$ cat config.mk
export PLATFORM = sky130hd
export DESIGN_NAME = alu_seq_flat
export DESIGN_NICKNAME = d
export VERILOG_FILES = /design/src/rtl/alu_seq_if.sv /design/src/rtl/alu_seq.sv /design/src/flat_wrapper.sv
export SDC_FILE = /design/constraint.sdc
export NUM_CORES = 1
export LEC_CHECK = 0
export CAP_MARGIN = 20
export CORE_ASPECT_RATIO = 1.25
export CORE_UTILIZATION = 30
export CTS_CLUSTER_DIAMETER = 120
export CTS_CLUSTER_SIZE = 16
export DETAILED_ROUTE_END_ITERATION = 8
export HOLD_SLACK_MARGIN = 0.15
export PLACE_DENSITY = 0.61
export SKIP_LAST_GASP = 1
export SLEW_MARGIN = 10
export SYNTH_ARGS = -nofsm -noshare
export SYNTH_HDL_FRONTEND = slang
export SYNTH_SLANG_ARGS = --single-unit
export TNS_END_PERCENT = 5
$ cat constraint.sdc
create_clock -name clk -period 1.4 [get_ports clk]
set_clock_uncertainty 0.05 [all_clocks]
set_input_delay 0.14 -clock clk [delete_from_list [all_inputs] [get_ports clk]]
set_output_delay 0.14 -clock clk [all_outputs]
set_load 0.02 [all_outputs]
$ cat src/rtl/alu_seq_if.sv
// Handshake and data bundle for alu_seq: operand side, result side and busy flag.
interface alu_seq_if #(parameter int W = 16);
  logic         in_valid;
  logic         in_ready;
  logic [W-1:0] Ain;
  logic [W-1:0] Bin;
  logic [2:0]   ALUop;
  logic         out_valid;
  logic         out_ready;
  logic [W-1:0] out;
  logic [3:0]   status;
  logic         busy;

  modport master (
    output in_valid, Ain, Bin, ALUop, out_ready,
    input  in_ready, out_valid, out, status, busy
  );

  modport slave (
    input  in_valid, Ain, Bin, ALUop, out_ready,
    output in_ready, out_valid, out, status, busy
  );
endinterface

$ cat src/rtl/alu_seq.sv
// alu_seq: W-bit handshaked ALU with registered result and {C,Z,N,V} status.
// Define ALU_SEQ_MUL_EN to build the iterative shift-add multiplier for op 111.
//
// state | meaning
// IDLE  | accepting ops; single-cycle ops retire here
// BUSY  | shift-add multiply, one multiplier bit per cycle
module alu_seq #(parameter int W = 16) (
  input logic      clk,
  input logic      reset_n,
  alu_seq_if.slave bus
);
  localparam int SW = $clog2(W);

  localparam logic [2:0] OP_ADD = 3'b000;
  localparam logic [2:0] OP_SUB = 3'b001;
  localparam logic [2:0] OP_AND = 3'b010;
  localparam logic [2:0] OP_NOT = 3'b011;
  localparam logic [2:0] OP_SHL = 3'b100;
  localparam logic [2:0] OP_SHR = 3'b101;
  localparam logic [2:0] OP_ASR = 3'b110;
  localparam logic [2:0] OP_MUL = 3'b111;

  logic [W-1:0]    a, b;
  logic [SW-1:0]   amt;
  logic [W:0]      add_w, sub_w, shl_w, shr_w;
  logic signed [W:0] asr_w;
  logic [W-1:0]    alu_res;
  logic            alu_c, alu_v;

  logic [W-1:0]    out_q, out_d;
  logic [3:0]      status_q, status_d;
  logic            out_valid_q, out_valid_d;
  logic            busy_w, accept;

  assign a = bus.Ain;
  assign b = bus.Bin;

  // Shifts carry one extra bit so the last bit shifted out lands in the spare position.
  always_comb begin
    amt   = b[SW-1:0];
    add_w = {1'b0, a} + {1'b0, b};
    sub_w = {1'b0, a} + {1'b0, ~b} + {{W{1'b0}}, 1'b1};
    shl_w = {1'b0, a} << amt;
    shr_w = {a, 1'b0} >> amt;
    asr_w = $signed({a, 1'b0}) >>> amt;
    alu_res = '0;
    alu_c   = 1'b0;
    alu_v   = 1'b0;
    case (bus.ALUop)
      OP_ADD: begin
        alu_res = add_w[W-1:0];
        alu_c   = add_w[W];
        alu_v   = (a[W-1] == b[W-1]) && (add_w[W-1] != a[W-1]);
      end
      OP_SUB: begin
        alu_res = sub_w[W-1:0];
        alu_c   = sub_w[W];
        alu_v   = (a[W-1] != b[W-1]) && (sub_w[W-1] != a[W-1]);
      end
      OP_AND: alu_res = a & b;
      OP_NOT: alu_res = ~b;
      OP_SHL: begin
        alu_res = shl_w[W-1:0];
        alu_c   = shl_w[W];
      end
      OP_SHR: begin
        alu_res = shr_w[W:1];
        alu_c   = shr_w[0];
      end
      OP_ASR: begin
        alu_res = asr_w[W:1];
        alu_c   = asr_w[0];
      end
      OP_MUL: alu_res = '0;
      default: alu_res = '0;
    endcase
  end

`ifdef ALU_SEQ_MUL_EN
  localparam logic [0:0] IDLE = 1'b0;
  localparam logic [0:0] BUSY = 1'b1;

  logic [0:0]     state_q, state_d;
  logic [SW-1:0]  cnt_q, cnt_d;
  logic [2*W-1:0] prod_q, prod_d;
  logic [W-1:0]   mcand_q, mcand_d;
  logic [W:0]     mul_sum;
  logic [2*W-1:0] mul_step;

  // prod holds {partial sum, remaining multiplier bits}; each step adds and shifts right.
  always_comb begin
    mul_sum  = {1'b0, prod_q[2*W-1:W]} + (prod_q[0] ? {1'b0, mcand_q} : {(W+1){1'b0}});
    mul_step = {mul_sum, prod_q[W-1:1]};
  end

  assign busy_w = (state_q == BUSY);
`else
  assign busy_w = 1'b0;
`endif

  assign bus.in_ready  = !busy_w && (!out_valid_q || bus.out_ready);
  assign accept        = bus.in_valid && bus.in_ready;
  assign bus.busy      = busy_w;
  assign bus.out       = out_q;
  assign bus.status    = status_q;
  assign bus.out_valid = out_valid_q;

  always_comb begin
    out_d       = out_q;
    status_d    = status_q;
    out_valid_d = out_valid_q && !bus.out_ready;
`ifdef ALU_SEQ_MUL_EN
    state_d = state_q;
    cnt_d   = cnt_q;
    prod_d  = prod_q;
    mcand_d = mcand_q;
    if (accept && bus.ALUop == OP_MUL) begin
      state_d = BUSY;
      cnt_d   = SW'(W-1);
      prod_d  = {{W{1'b0}}, b};
      mcand_d = a;
    end else if (accept) begin
`else
    if (accept) begin
`endif
      out_d       = alu_res;
      status_d    = {alu_c, (alu_res == '0), alu_res[W-1], alu_v};
      out_valid_d = 1'b1;
    end
`ifdef ALU_SEQ_MUL_EN
    if (state_q == BUSY) begin
      prod_d = mul_step;
      cnt_d  = cnt_q - {{(SW-1){1'b0}}, 1'b1};
      if (cnt_q == '0) begin
        state_d     = IDLE;
        out_d       = mul_step[W-1:0];
        status_d    = {1'b0, (mul_step[W-1:0] == '0), mul_step[W-1], (mul_step[2*W-1:W] != '0)};
        out_valid_d = 1'b1;
      end
    end
`endif
  end

  always_ff @(posedge clk or negedge reset_n) begin
    if (!reset_n) begin
      out_q       <= '0;
      status_q    <= '0;
      out_valid_q <= 1'b0;
`ifdef ALU_SEQ_MUL_EN
      state_q <= IDLE;
      cnt_q   <= '0;
      prod_q  <= '0;
      mcand_q <= '0;
`endif
    end else begin
      out_q       <= out_d;
      status_q    <= status_d;
      out_valid_q <= out_valid_d;
`ifdef ALU_SEQ_MUL_EN
      state_q <= state_d;
      cnt_q   <= cnt_d;
      prod_q  <= prod_d;
      mcand_q <= mcand_d;
`endif
    end
  end
endmodule

$ cat src/flat_wrapper.sv
// flat-port wrapper written by rule: the top's interface ports become plain ports
module alu_seq_flat 
#(parameter int W = 16)
  (clk, reset_n, bus_in_valid, bus_Ain, bus_Bin, bus_ALUop, bus_out_ready, bus_in_ready, bus_out_valid, bus_out, bus_status, bus_busy);
  alu_seq_if #(.W(W)) bus_i ();
  input logic clk;
  input logic reset_n;
  input wire logic [$bits(bus_i.in_valid)-1:0] bus_in_valid;
  input wire logic [$bits(bus_i.Ain)-1:0] bus_Ain;
  input wire logic [$bits(bus_i.Bin)-1:0] bus_Bin;
  input wire logic [$bits(bus_i.ALUop)-1:0] bus_ALUop;
  input wire logic [$bits(bus_i.out_ready)-1:0] bus_out_ready;
  output wire logic [$bits(bus_i.in_ready)-1:0] bus_in_ready;
  output wire logic [$bits(bus_i.out_valid)-1:0] bus_out_valid;
  output wire logic [$bits(bus_i.out)-1:0] bus_out;
  output wire logic [$bits(bus_i.status)-1:0] bus_status;
  output wire logic [$bits(bus_i.busy)-1:0] bus_busy;
  assign bus_i.in_valid = bus_in_valid;
  assign bus_i.Ain = bus_Ain;
  assign bus_i.Bin = bus_Bin;
  assign bus_i.ALUop = bus_ALUop;
  assign bus_i.out_ready = bus_out_ready;
  assign bus_in_ready = bus_i.in_ready;
  assign bus_out_valid = bus_i.out_valid;
  assign bus_out = bus_i.out;
  assign bus_status = bus_i.status;
  assign bus_busy = bus_i.busy;
  alu_seq #(.W(W)) u_core (.clk(clk), .reset_n(reset_n), .bus(bus_i));
endmodule
==> Word-level counts from Yosys, hierarchy flattened <==
Cells that the tools add are included.
{ "totals": {"regBits": 21, "in_bits": 39, "out_inout_bits": 23, "wordCells": 35} }
{ "op_classes": {"n_eq_ne": 11, "n_reduce_logical": 9, "n_addsub": 3, "mux": 4, "shifts": 3, "n_bitwise": 2} }
{ "op_table": {"columns": ["op", "count"], "rows": [
  ["$pmux W16 S8", 1],
  ["$add A16 B16 Y17", 2],
  ["$add A17 B1 Y17 const B", 1],
  ["$shl A16 B4 Y17", 1],
  ["$shr A17 B4 Y17", 1],
  ["$sshr A17 B4 Y17", 1],
  ["$and A16 B16 Y16", 1],
  ["$logic_not A16 Y1", 1],
  ["$not A16 Y16", 1],
  ["$eq A3 B3 Y1 const B", 4],
  ["$eq A3 B2 Y1 const B", 2],
  ["$pmux W1 S5", 1],
  ["$logic_and A1 B1 Y1", 4],
  ["$eq A3 B1 Y1 const B", 1],
  ["$logic_not A3 Y1", 1],
  ["$ne A1 B1 Y1", 3],
  ["$logic_not A1 Y1", 2],
  ["$pmux W1 S2", 1],
  ["$eq A1 B1 Y1", 1],
  ["$logic_or A1 B1 Y1", 1],
  ["$mux W1", 1]
]} }

==> Logic depth before layout (Yosys ltp) <==
Gate-level depths: netlist of the first run.
{ "depth": {"word_depth": 6, "depth_mapped": 15} }

==> Least setup slack after synthesis of the first run <==
Ideal clock, no wire load.
{ "synth_path": {"path_type": "input port to flip-flop", "from": "input bus_Bin[2]", "to": "register u_core.status_q[2] (netlist: u_core.bus.status[2])", "setup_slack_ns": -2.363, "arrival_time_ns": 3.637, "required_ns": 1.274, "cell_stages": 15, "cell_sequence": "clkbuf_1 > inv_2 > clkbuf_1 > clkbuf_1 > ha_1 > buf_6 > o21ba_2 > or4_1 > a211oi_1 > o21ba_2 > nor4_1 > or4_1 > a31oi_1 > nand4_1 > o21ai_1"} }
{ "synth_via": {"elab_chain_cells": 5} }
{ "synth_rtl": {"columns": ["element", "line_no", "text"], "rows": [
  ["start, declared", "flat_wrapper.sv:10", "input wire logic [$bits(bus_i.Bin)-1:0] bus_Bin;"],
  ["$not A16 Y16", "alu_seq.sv:42, alu_seq.sv:61", null],
  ["$add A16 B16 Y17", "alu_seq.sv:42", "sub_w = {1'b0, a} + {1'b0, ~b} + {{W{1'b0}}, 1'b1};"],
  ["$add A17 B1 Y17", "alu_seq.sv:42", null],
  ["$pmux W16 S8 *", "alu_seq.sv:49", "case (bus.ALUop)"],
  ["$logic_not A16 Y1 *", "alu_seq.sv:127", "status_d = {alu_c, (alu_res == '0), alu_res[W-1], alu_v};"],
  ["end signal, assigned", "alu_seq.sv:157", "status_q <= status_d;"],
  ["end, declared", "alu_seq.sv:31", "logic [3:0] status_q, status_d;"]
]} }
Mark *: on every way between the ends. The rest lies on a longest branch, timed or not.
A chain may end at the register's enable or synchronous reset.

==> Worst setup path in the final report of the first run <==
{ "layout_path": {"from": "input bus_Ain[14]", "to": "register u_core.status_q[2] (netlist: u_core.bus.status[2])"} }
{ "layout_via": {"elab_chain_cells": 4} }
{ "layout_rtl": {"columns": ["element", "line_no", "text"], "rows": [
  ["start, declared", "flat_wrapper.sv:9", "input wire logic [$bits(bus_i.Ain)-1:0] bus_Ain;"],
  ["$add A16 B16 Y17", "alu_seq.sv:42", null],
  ["$add A17 B1 Y17", "alu_seq.sv:42", null],
  ["$pmux W16 S8 *", "alu_seq.sv:49", null],
  ["$logic_not A16 Y1 *", "alu_seq.sv:127", null]
]} }
Marks and branches as above.

==> impl_metrics.yaml, run 1 <==
run_status:
  status: "finished with violations"
  violations: "negative setup slack"
clock_tree:
  clkTransAtPathRegs_ps: 50
  clock_path_buffers: 2
  clock_latency_ps: 250
  root_buffer: "clkbuf_16"
  hold_buffers: 0
  htreeDepth: 1
  numCtsBuffers: 3
  cts_tree: "yes"
  cts.sinks: 20
logic_synthesis:
  synth.distinct_cells: 76
  synth_area_um2: 4710
  synthCells: 606
  synth-main-ff-cell: "dfrtp_1"
  synth.ff_latch_count: 20
  ys_seq_area_frac: 0.106
  synth.avg_cell_area_um2: 7.77
  yosysWarnings: 0
  synth-edff-count: 0
  synthArstFlopShare: 1.00
  synth_nets: 681
global_route:
  grt_pass1_vias: 5937
  grt_pass1_wl_mm: 31.8
  grt_max_degree: 30
  met3_usage: 0.0132
  grt_use_total: 0.251
  antenna_found_initial: 0
  grt_util_met2: 0.483
  busiest_layer: "met2"
  gr-usage-met1: 0.292
  grt_overflow: 0
worst_setup_path:
  startpoint_type: "input port"
  crit_top_cell: "a21oi_1"
  path_max_fanout: 7
  r2r-start: "u_core.bus.out_valid"
  r2r_cells: 8
  critPathMaxStageDelay_ps: 560
  worst-path-buf-inv: 2
  critPathTopFamily: "compound AO/OA/AOI/OAI gates"
  crit_arrival_ps: 3110
  path_class: "input port to register"
  r2r_end: "u_core.bus.status[2]"
  critPathSlowestCell: "or4b_1"
  reg2reg_slack_ps: -360
  worst_ep_required_time_ps: 1530
  crit_chain: "clkdlybuf4s50_1, buf_4, and3b_1, a21oi_1, o32ai_1, a32oi_2, a21oi_1, a211oi_1, o21ai_0, or4b_1, o21ai_1"
  end_kind: "register"
power:
  power_density_nw_per_um2: 590
  switching_share: 0.397
  internal-power_mw: 2.63
  combPwrFrac: 0.689
  pwr-share-seq: 0.167
  pwr-share-clk: 0.145
  power_mw: 4.37
  p_sw_mw: 1.73
  peakVddDrop_v: 0.000408
  p_leak_nw: 3.25
die:
  placementRows: 50
  die_h_um: 142
  die_w_um: 114
  core-area_um2: 15100
  initial_core_util: 0.311
  pin_count: 62
  die_area_um2: 16200
placed_design:
  gp_congestion: 0.954
  place.detailed.hpwl_mm: 17.0
  io_buffers: 60
final_layout:
  drive_above_1_share: 0.389
  nets: 921
  n_fill_cell: 1502
  antennaDiodeCount: 0
  fin_util: 0.489
  final_common_cell: "buf_4"
  syn2layout_area_growth_pct: 57.2
  multi_input_area_um2: 4120
  final_cell_mix: "buf_4, nor2_1, nand2_1"
  seqCellArea_um2: 500
timing:
  period_needed_ps: 2980
  finalCritPeriodShare: 2.13
  clock.fmax_ghz: 0.335
  slew_headroom: 0.583
  setup_ws_ps: -1580
  rsz0062_at_grt: "yes"
  finalSetupTns_ps: -23140
  finalSetupViolations: 21
  slew_viol_final: 0
  tightest_slew_ps: 617
  worst_hold_slack_ps: 180
  final_hold_viol_count: 0
routing:
  dr.pass1.iters: 5
  post_drt_wl_per_cell_um: 19.2
  vias_per_cell: 5.51
  drt_iter0_drc: 273
  drtAntennaViolNets: 0
  wirelength_mm: 20.2
  num_vias: 5802
  drc_errors: 0
min_path:
  hp-class: "input port to async pin"
run:
  cap_violations: 0
worst max-delay path by stage:
stage	from	end	slack, ps	cells after the start
after floorplan	bus_Bin[2]	u_core.bus.status[2]	-1720	14
after global placement	bus_Ain[1]	u_core.bus.status[2]	-2100	11
after detailed placement	bus_Ain[1]	u_core.bus.status[2]	-2120	11
after CTS	bus_Ain[0]	u_core.bus.status[2]	-1510	13
after global routing	bus_Bin[0]	u_core.bus.status[2]	-1700	14
final	bus_Ain[14]	u_core.bus.status[2]	-1580	11
per-layer routing:
metal	part of all wire	wire length, um	up-vias
li1	-	-	2771
met1	0.41	8230	2784
met2	0.53	10700	200
met3	0.032	641	47
met4	0.035	701	0
met5	0	0	-
area by class of cell:
class / count / area share
Multi-Input combinational cell: 501 / 0.557
Timing Repair Buffer: 281 / 0.307
Tap cell: 208 / 0.0352
Inverter: 39 / 0.0208
Clock buffer: 4 / 0.0120
Sequential cell: 20 / 0.0676
flip-flops by register name (all words and copies together), names as in the netlist:
| name | count |
|---|---|
| u_core.bus.out | 15 |
| u_core.bus.status | 4 |
| u_core.bus.out_valid | 1 |
what timing repair did:
action	in CTS	in global routing
resized for setup	50	22
setup endpoints to repair	28	40
pin swaps	17	20
hold endpoints to repair	0	0
buffers inserted	3	3
synth_stat cells (all sizes together) (3+ instances only):
cell,instances,area [um2]
a211o,3,26.3
a211oi,17,128
a21boi,3,22.5
a21o,7,52.6
a21oi,48,240
a221oi,5,50.0
a22oi,3,22.5
a31oi,12,75.1
a32oi,3,26.3
and2,5,33.8
and3,3,18.8
and3b,3,26.3
buf,21,124
clkbuf,25,93.8
dfrtp,20,500
ha,34,425
inv,39,146
mux2,25,282
mux2i,21,210
mux4,23,518
nand2,47,176
nand2b,9,56.3
nand3,13,65.1
nand4,5,31.3
nor2,53,199
nor2b,5,31.3
nor3,13,65.1
nor3b,3,22.5
o2111ai,3,26.3
o211ai,10,75.1
o21a,5,37.5
o21ai,41,205
o21bai,6,45.0
o221ai,4,35.0
o311ai,5,43.8
o31ai,6,45.0
or3,3,18.8
or4,4,30.0
xnor2,8,70.1
xor2,4,35.0
logic make-up (layout without fill, tap and decap cells):
logic type               Yosys count  count (layout)  synth area share
AO/OA/AOI/OAI                    205             205             0.293
AND/OR/NAND/NOR                  178             178             0.186
buffers and inverters             85             324            0.0774
multiplexers                      69              69             0.215
adder cells (fa/ha/maj)           36              36            0.0989
flip-flops                        20              20             0.106
XOR/XNOR                          12              12            0.0223
other                              1               1          0.000797
stage by stage:
| stage | cell area (um2) | cells | setup slack [ps] |
|---|---|---|---|
| after global routing | 7400 | 1053 | -1700 |
| after detailed placement | 7040 | 1043 | -2120 |
| after floorplan | 4840 | 606 | -1720 |
| final | 7400 | 1053 | -1580 |
| after CTS | 7300 | 1050 | -1510 |
| after global placement | 7040 | 1043 | -2100 |
power by group through the flow:
stage / sequential [mW] / combinational (mW) / clock (mW)
final: 0.728 / 3.01 / 0.631
after global routing: 0.740 / 3.23 / 0.663
after CTS: 0.731 / 2.93 / 0.645
after detailed placement: 0.741 / 2.84 / 0
after global placement: 0.735 / 2.81 / 0
after floorplan: 0.862 / 1.32 / 0
Note: power is estimated with default switching activity, not from simulation.
==> run 2: changes to the inputs <==
--- a/config.mk
+++ b/config.mk
@@ -7,12 +7,13 @@
 export LEC_CHECK = 0
 export CAP_MARGIN = 20
 export CORE_ASPECT_RATIO = 1.25
-export CORE_UTILIZATION = 30
+export CORE_UTILIZATION = 52
 export CTS_CLUSTER_DIAMETER = 120
 export CTS_CLUSTER_SIZE = 16
 export DETAILED_ROUTE_END_ITERATION = 8
+export GPL_TIMING_DRIVEN = 0
 export HOLD_SLACK_MARGIN = 0.15
-export PLACE_DENSITY = 0.61
+export PLACE_DENSITY = 0.9
 export SKIP_LAST_GASP = 1
 export SLEW_MARGIN = 10
 export SYNTH_ARGS = -nofsm -noshare
==> run 2 against run 1 <==
Net effect:
- the flow still finishes with violations (negative setup slack)
- global-route usage up 17 points
- largest cell class unchanged
- highest routed layer unchanged
- sequential share of layout area increased by 1.4 points
- via count decreased by 1.7%
- critical path depth up 1
- sequential power about the same
- register-to-register slack lost 70 ps
- non-clock buffer count shrank 145
- combinational power is 15% lower
- largest power group unchanged
- wire length down 4.2%
- cell count decreased by 22%
- sequential cell count is the same
- core utilization is 21 points higher
==> impl_metrics.yaml, run 2 (same netlist as run 1, synthesis figures left out) <==
die:
  die_area_um2: 9440
  initial_core_util: 0.538
  die_h_um: 108
  pin_count: 62
  die_w_um: 87.1
  placementRows: 38
  core-area_um2: 8750
final_layout:
  final_common_cell: "nor2_1"
  drive_above_1_share: 0.240
  final_cell_mix: "nor2_1, nand2_1, a21oi_1"
  n_fill_cell: 774
  design_area_um2: 6130
  syn2layout_area_growth_pct: 30.3
  largest_reg_flops: 15
  fin_util: 0.701
  nets: 776
  antennaDiodeCount: 0
run_status:
  status: "finished with violations"
  violations: "negative setup slack"
timing:
  worst_hold_slack_ps: 323
  slew_headroom: 0.430
  tightest_slew_ps: 852
  rsz0062_at_grt: "yes"
  setup_ws_ps: -1760
  final_hold_viol_count: 0
  clock.fmax_ghz: 0.316
  period_needed_ps: 3160
  finalSetupViolations: 26
  slew_viol_final: 0
  finalCritPeriodShare: 2.26
  finalSetupTns_ps: -25710
clock_tree:
  clock_latency_ps: 250
  clkTransAtPathRegs_ps: 70
  numCtsBuffers: 3
  cts.sinks: 20
  cts_tree: "yes"
  clock_path_buffers: 2
  root_buffer: "clkbuf_8"
  htreeDepth: 1
placed_design:
  place.detailed.hpwl_mm: 14.5
  gp_congestion: 1.05
  dp_slack_ps: -2970
  io_buffers: 60
  dpl_cell_area_um2: 5590
global_route:
  grt_use_total: 0.418
  grt_max_degree: 21
  grt_pass1_wl_mm: 29.6
  grt_pass1_vias: 5601
  antenna_found_initial: 0
  grt_overflow: 0
worst_setup_path:
  critPathSlowestCell: "or4b_4"
  end_kind: "register"
  startpoint_type: "input port"
  crit_arrival_ps: 3300
  critPathTopFamily: "compound AO/OA/AOI/OAI gates"
  path_max_fanout: 10
  worst-path-buf-inv: 5
  critPathMaxStageDelay_ps: 570
  crit_top_cell: "buf_8"
  worst_ep_required_time_ps: 1540
  path_class: "input port to register"
  crit_chain: "buf_8, buf_6, buf_8, buf_4, buf_1, mux4_2, a32oi_1, a21oi_1, a211oi_1, o21ai_0, or4b_4, o21ai_2"
routing:
  dr.pass1.iters: 6
  post_drt_wl_per_cell_um: 23.7
  drc_errors: 0
  drt_iter0_drc: 649
  drtAntennaViolNets: 0
  vias_per_cell: 6.96
  wirelength_mm: 19.4
  num_vias: 5703
power:
  power_density_nw_per_um2: 595
  peakVddDrop_v: 0.000258
  p_leak_nw: 2.50
run:
  cap_violations: 0
min_path:
  hp-class: "input port to async pin"
[run 2: worst paths after layout]
kind	startpoint	end	slack [ps]	cells past startpoint
worst max-delay path	bus_Bin[1]	u_core.bus.status[2]	-1760	12
worst max register to register	u_core.bus.out_valid	u_core.bus.status[2]	-430	8
max in group asynchronous	reset_n	u_core.bus.out[10]	460	1
worst min register to register	u_core.bus.out[0]	u_core.bus.out[0]	420	2
min in group clk	u_core.bus.out[0]	u_core.bus.out[0]	420	2
worst min-delay path	reset_n	u_core.bus.out[6]	320	1
[run 2: power breakdown]
group          internal, mW  switching (mW)  leakage (nW)
sequential            0.677          0.0528         0.250
clock                 0.191           0.171        0.0216
combinational          1.14            1.42          2.23
total                  2.00            1.64          2.50
[run 2: routing by layer]
metal	wire length, um	global-route usage
met5	0	0
met4	1960	0.342
met3	2020	0.0710
met2	8920	0.701
met1	6470	0.459
[run 2: repair_timing]
item | 4_1_cts | 5_1_grt
resized for setup | 111 | 16
pin swaps | 32 | 8
buffers inserted | 33 | 0
hold buffers | 0 | 0
endpoints found under the setup margin | 30 | 41
gates cloned | 0 | 0
[run 2: cell type report]
| type | count | area, um2 | area share |
|---|---|---|---|
| plain buffers | 43 | 333 | 0.0543 |
| clock buffers | 3 | 41.3 | 0.00673 |
| inverters | 39 | 175 | 0.0286 |
| repair buffers | 93 | 833 | 0.136 |
| flip-flops and latches | 20 | 500 | 0.0816 |
| well taps | 120 | 150 | 0.0245 |
| multi-input cells | 501 | 4100 | 0.669 |
[run 2: worst reg2reg max path, cell delays in order, from the launching register on]
cell	delay (ps)
dfrtp_1	380
nand2b_1	120
nand2_1	190
a21oi_1	170
o2111ai_1	240
nor2_1	160
and4_1	210
nand4_1	100
o21ai_2	150
[run 2: metrics by stage]
step	cells	power [mW]
4_1_cts	819	3.56
5_1_grt	819	3.85
6_report	819	3.65
2_1_floorplan	606	2.18
3_5_place_dp	786	3.00
3_3_place_gp	786	2.96
==> run 3: changes to the inputs <==
--- a/config.mk
+++ b/config.mk
@@ -14,6 +14,7 @@
 export GPL_TIMING_DRIVEN = 0
 export HOLD_SLACK_MARGIN = 0.15
 export PLACE_DENSITY = 0.9
+export SKIP_CTS_REPAIR_TIMING = 1
 export SKIP_LAST_GASP = 1
 export SLEW_MARGIN = 10
 export SYNTH_ARGS = -nofsm -noshare
==> run 3 against run 2 <==
Net effect:
- the run still ends with negative setup slack left
- design area fell by 1.2%
- sequential power about the same
- non-clock buffer count fell by 4
- clock power about the same
- global-route usage decreased by 2.2 points
- critical path depth rose by 1
- register-to-register slack is essentially flat
- first-iteration DRC count down 22%
- core utilization fell by 0.84 points
- setup slack lost 94 ps
- clock-buffer cell count did not move
- sequential share of layout area increased by 0.099 points
- critical endpoint unchanged
- highest routed layer unchanged
==> impl_metrics.yaml, run 3 (same netlist as run 1, synthesis figures left out) <==
worst_setup_path:
  r2r-start: "u_core.bus.out_valid"
  r2r_cells: 8
  crit_arrival_ps: 3390
  end_kind: "register"
  r2r_end: "u_core.bus.status[2]"
  worst_ep_required_time_ps: 1540
  path_max_fanout: 9
  reg2reg_slack_ps: -440
  startpoint_type: "input port"
  path_class: "input port to register"
die:
  die_area_um2: 9440
  placementRows: 38
  pin_count: 62
  die_w_um: 87.1
  core-area_um2: 8750
  die_h_um: 108
  initial_core_util: 0.538
routing:
  drtAntennaViolNets: 0
  num_vias: 5659
  dr.pass1.iters: 5
  post_drt_wl_per_cell_um: 23.1
  drt_iter0_drc: 508
  vias_per_cell: 6.94
  wirelength_mm: 18.8
  drc_errors: 0
timing:
  final_hold_viol_count: 0
  clock.fmax_ghz: 0.307
  slew_viol_final: 0
  tightest_slew_ps: 1130
  finalCritPeriodShare: 2.33
  slew_headroom: 0.237
  finalSetupViolations: 27
  worst_hold_slack_ps: 324
  period_needed_ps: 3260
  finalSetupTns_ps: -27150
  setup_ws_ps: -1860
  rsz0062_at_grt: "yes"
global_route:
  grt_pass1_vias: 5267
  antenna_found_initial: 0
  grt_use_total: 0.395
  grt_max_degree: 21
  grt_pass1_wl_mm: 28.1
  grt_overflow: 0
power:
  power_density_nw_per_um2: 594
  p_leak_nw: 2.52
  pwr-share-clk: 0.100
  p_sw_mw: 1.62
  power_mw: 3.60
  internal-power_mw: 1.98
  combPwrFrac: 0.697
  switching_share: 0.449
  pwr-share-seq: 0.203
  peakVddDrop_v: 0.000257
final_layout:
  antennaDiodeCount: 0
  final_cell_mix: "nor2_1, nand2_1, a21oi_1"
  syn2layout_area_growth_pct: 28.8
  n_fill_cell: 775
  final_common_cell: "nor2_1"
  largest_reg_flops: 15
  fin_util: 0.693
  drive_above_1_share: 0.207
  nets: 772
placed_design:
  place.detailed.hpwl_mm: 14.5
  io_buffers: 60
  gp_congestion: 1.05
  dp_slack_ps: -2970
run:
  cap_violations: 0
clock_tree:
  clock_latency_ps: 250
  root_buffer: "clkbuf_8"
  cts.sinks: 20
  clock_path_buffers: 2
  clkTransAtPathRegs_ps: 70
  htreeDepth: 1
  numCtsBuffers: 3
  cts_tree: "yes"
run_status:
  violations: "negative setup slack"
  status: "finished with violations"
min_path:
  hp-class: "input port to async pin"
==> run 3: worst max-delay path by stage <==
stage	endpoint	slack, ps	depth (start not counted)	from
detailed placement	u_core.bus.status[2]	-2970	15	bus_Bin[3]
global route	u_core.bus.status[2]	-1900	15	bus_Bin[1]
floorplan	u_core.bus.status[2]	-1720	14	bus_Bin[2]
CTS	u_core.bus.status[2]	-2750	15	bus_Bin[3]
finish	u_core.bus.status[2]	-1860	13	bus_Bin[5]
global placement	u_core.bus.status[2]	-2900	15	bus_Bin[3]
==> run 3: worst max-delay path: stages <==
cell and delay, ps:
clkdlybuf4s50_1 490, inv_1 90, ha_4 280, buf_6 130, nand3_1 90, a21oi_1 460
o21bai_1 200, a31oi_1 360, nand2_1 120, and4_1 220, nor3_2 210, or4b_4 490
o21ai_2 120
==> run 3: final cells by class <==
class | instances | area, um2 | share of cell area
repair buffers | 89 | 843 | 0.139
flip-flops and latches | 20 | 500 | 0.0826
plain buffers | 43 | 320 | 0.0529
clock buffers | 3 | 41.3 | 0.00681
well taps | 120 | 150 | 0.0248
multi-input cells | 501 | 4030 | 0.665
inverters | 39 | 175 | 0.0289
==> run 3: power groups by stage <==
stage          logic (mW)  registers [mW]  clock network, mW
6_report             2.51           0.730              0.361
3_5_place_dp         2.26           0.740                  0
5_1_grt              2.67           0.740              0.394
3_3_place_gp         2.23           0.735                  0
4_1_cts              2.27           0.730              0.365
2_1_floorplan        1.32           0.862                  0
==> run 3: per-stage QoR <==
stage	instance area, um2	instances
5_1_grt	6060	815
3_3_place_gp	5590	786
3_5_place_dp	5590	786
6_report	6060	815
2_1_floorplan	4840	606
4_1_cts	5630	789
==> run 3: layer usage <==
layer	share of wire	vias to the layer above	track usage
li1	-	2484	-
met1	0.35	2600	0.458
met2	0.47	449	0.665
met3	0.096	126	0.0458
met4	0.085	0	0.294
met5	0	-	0
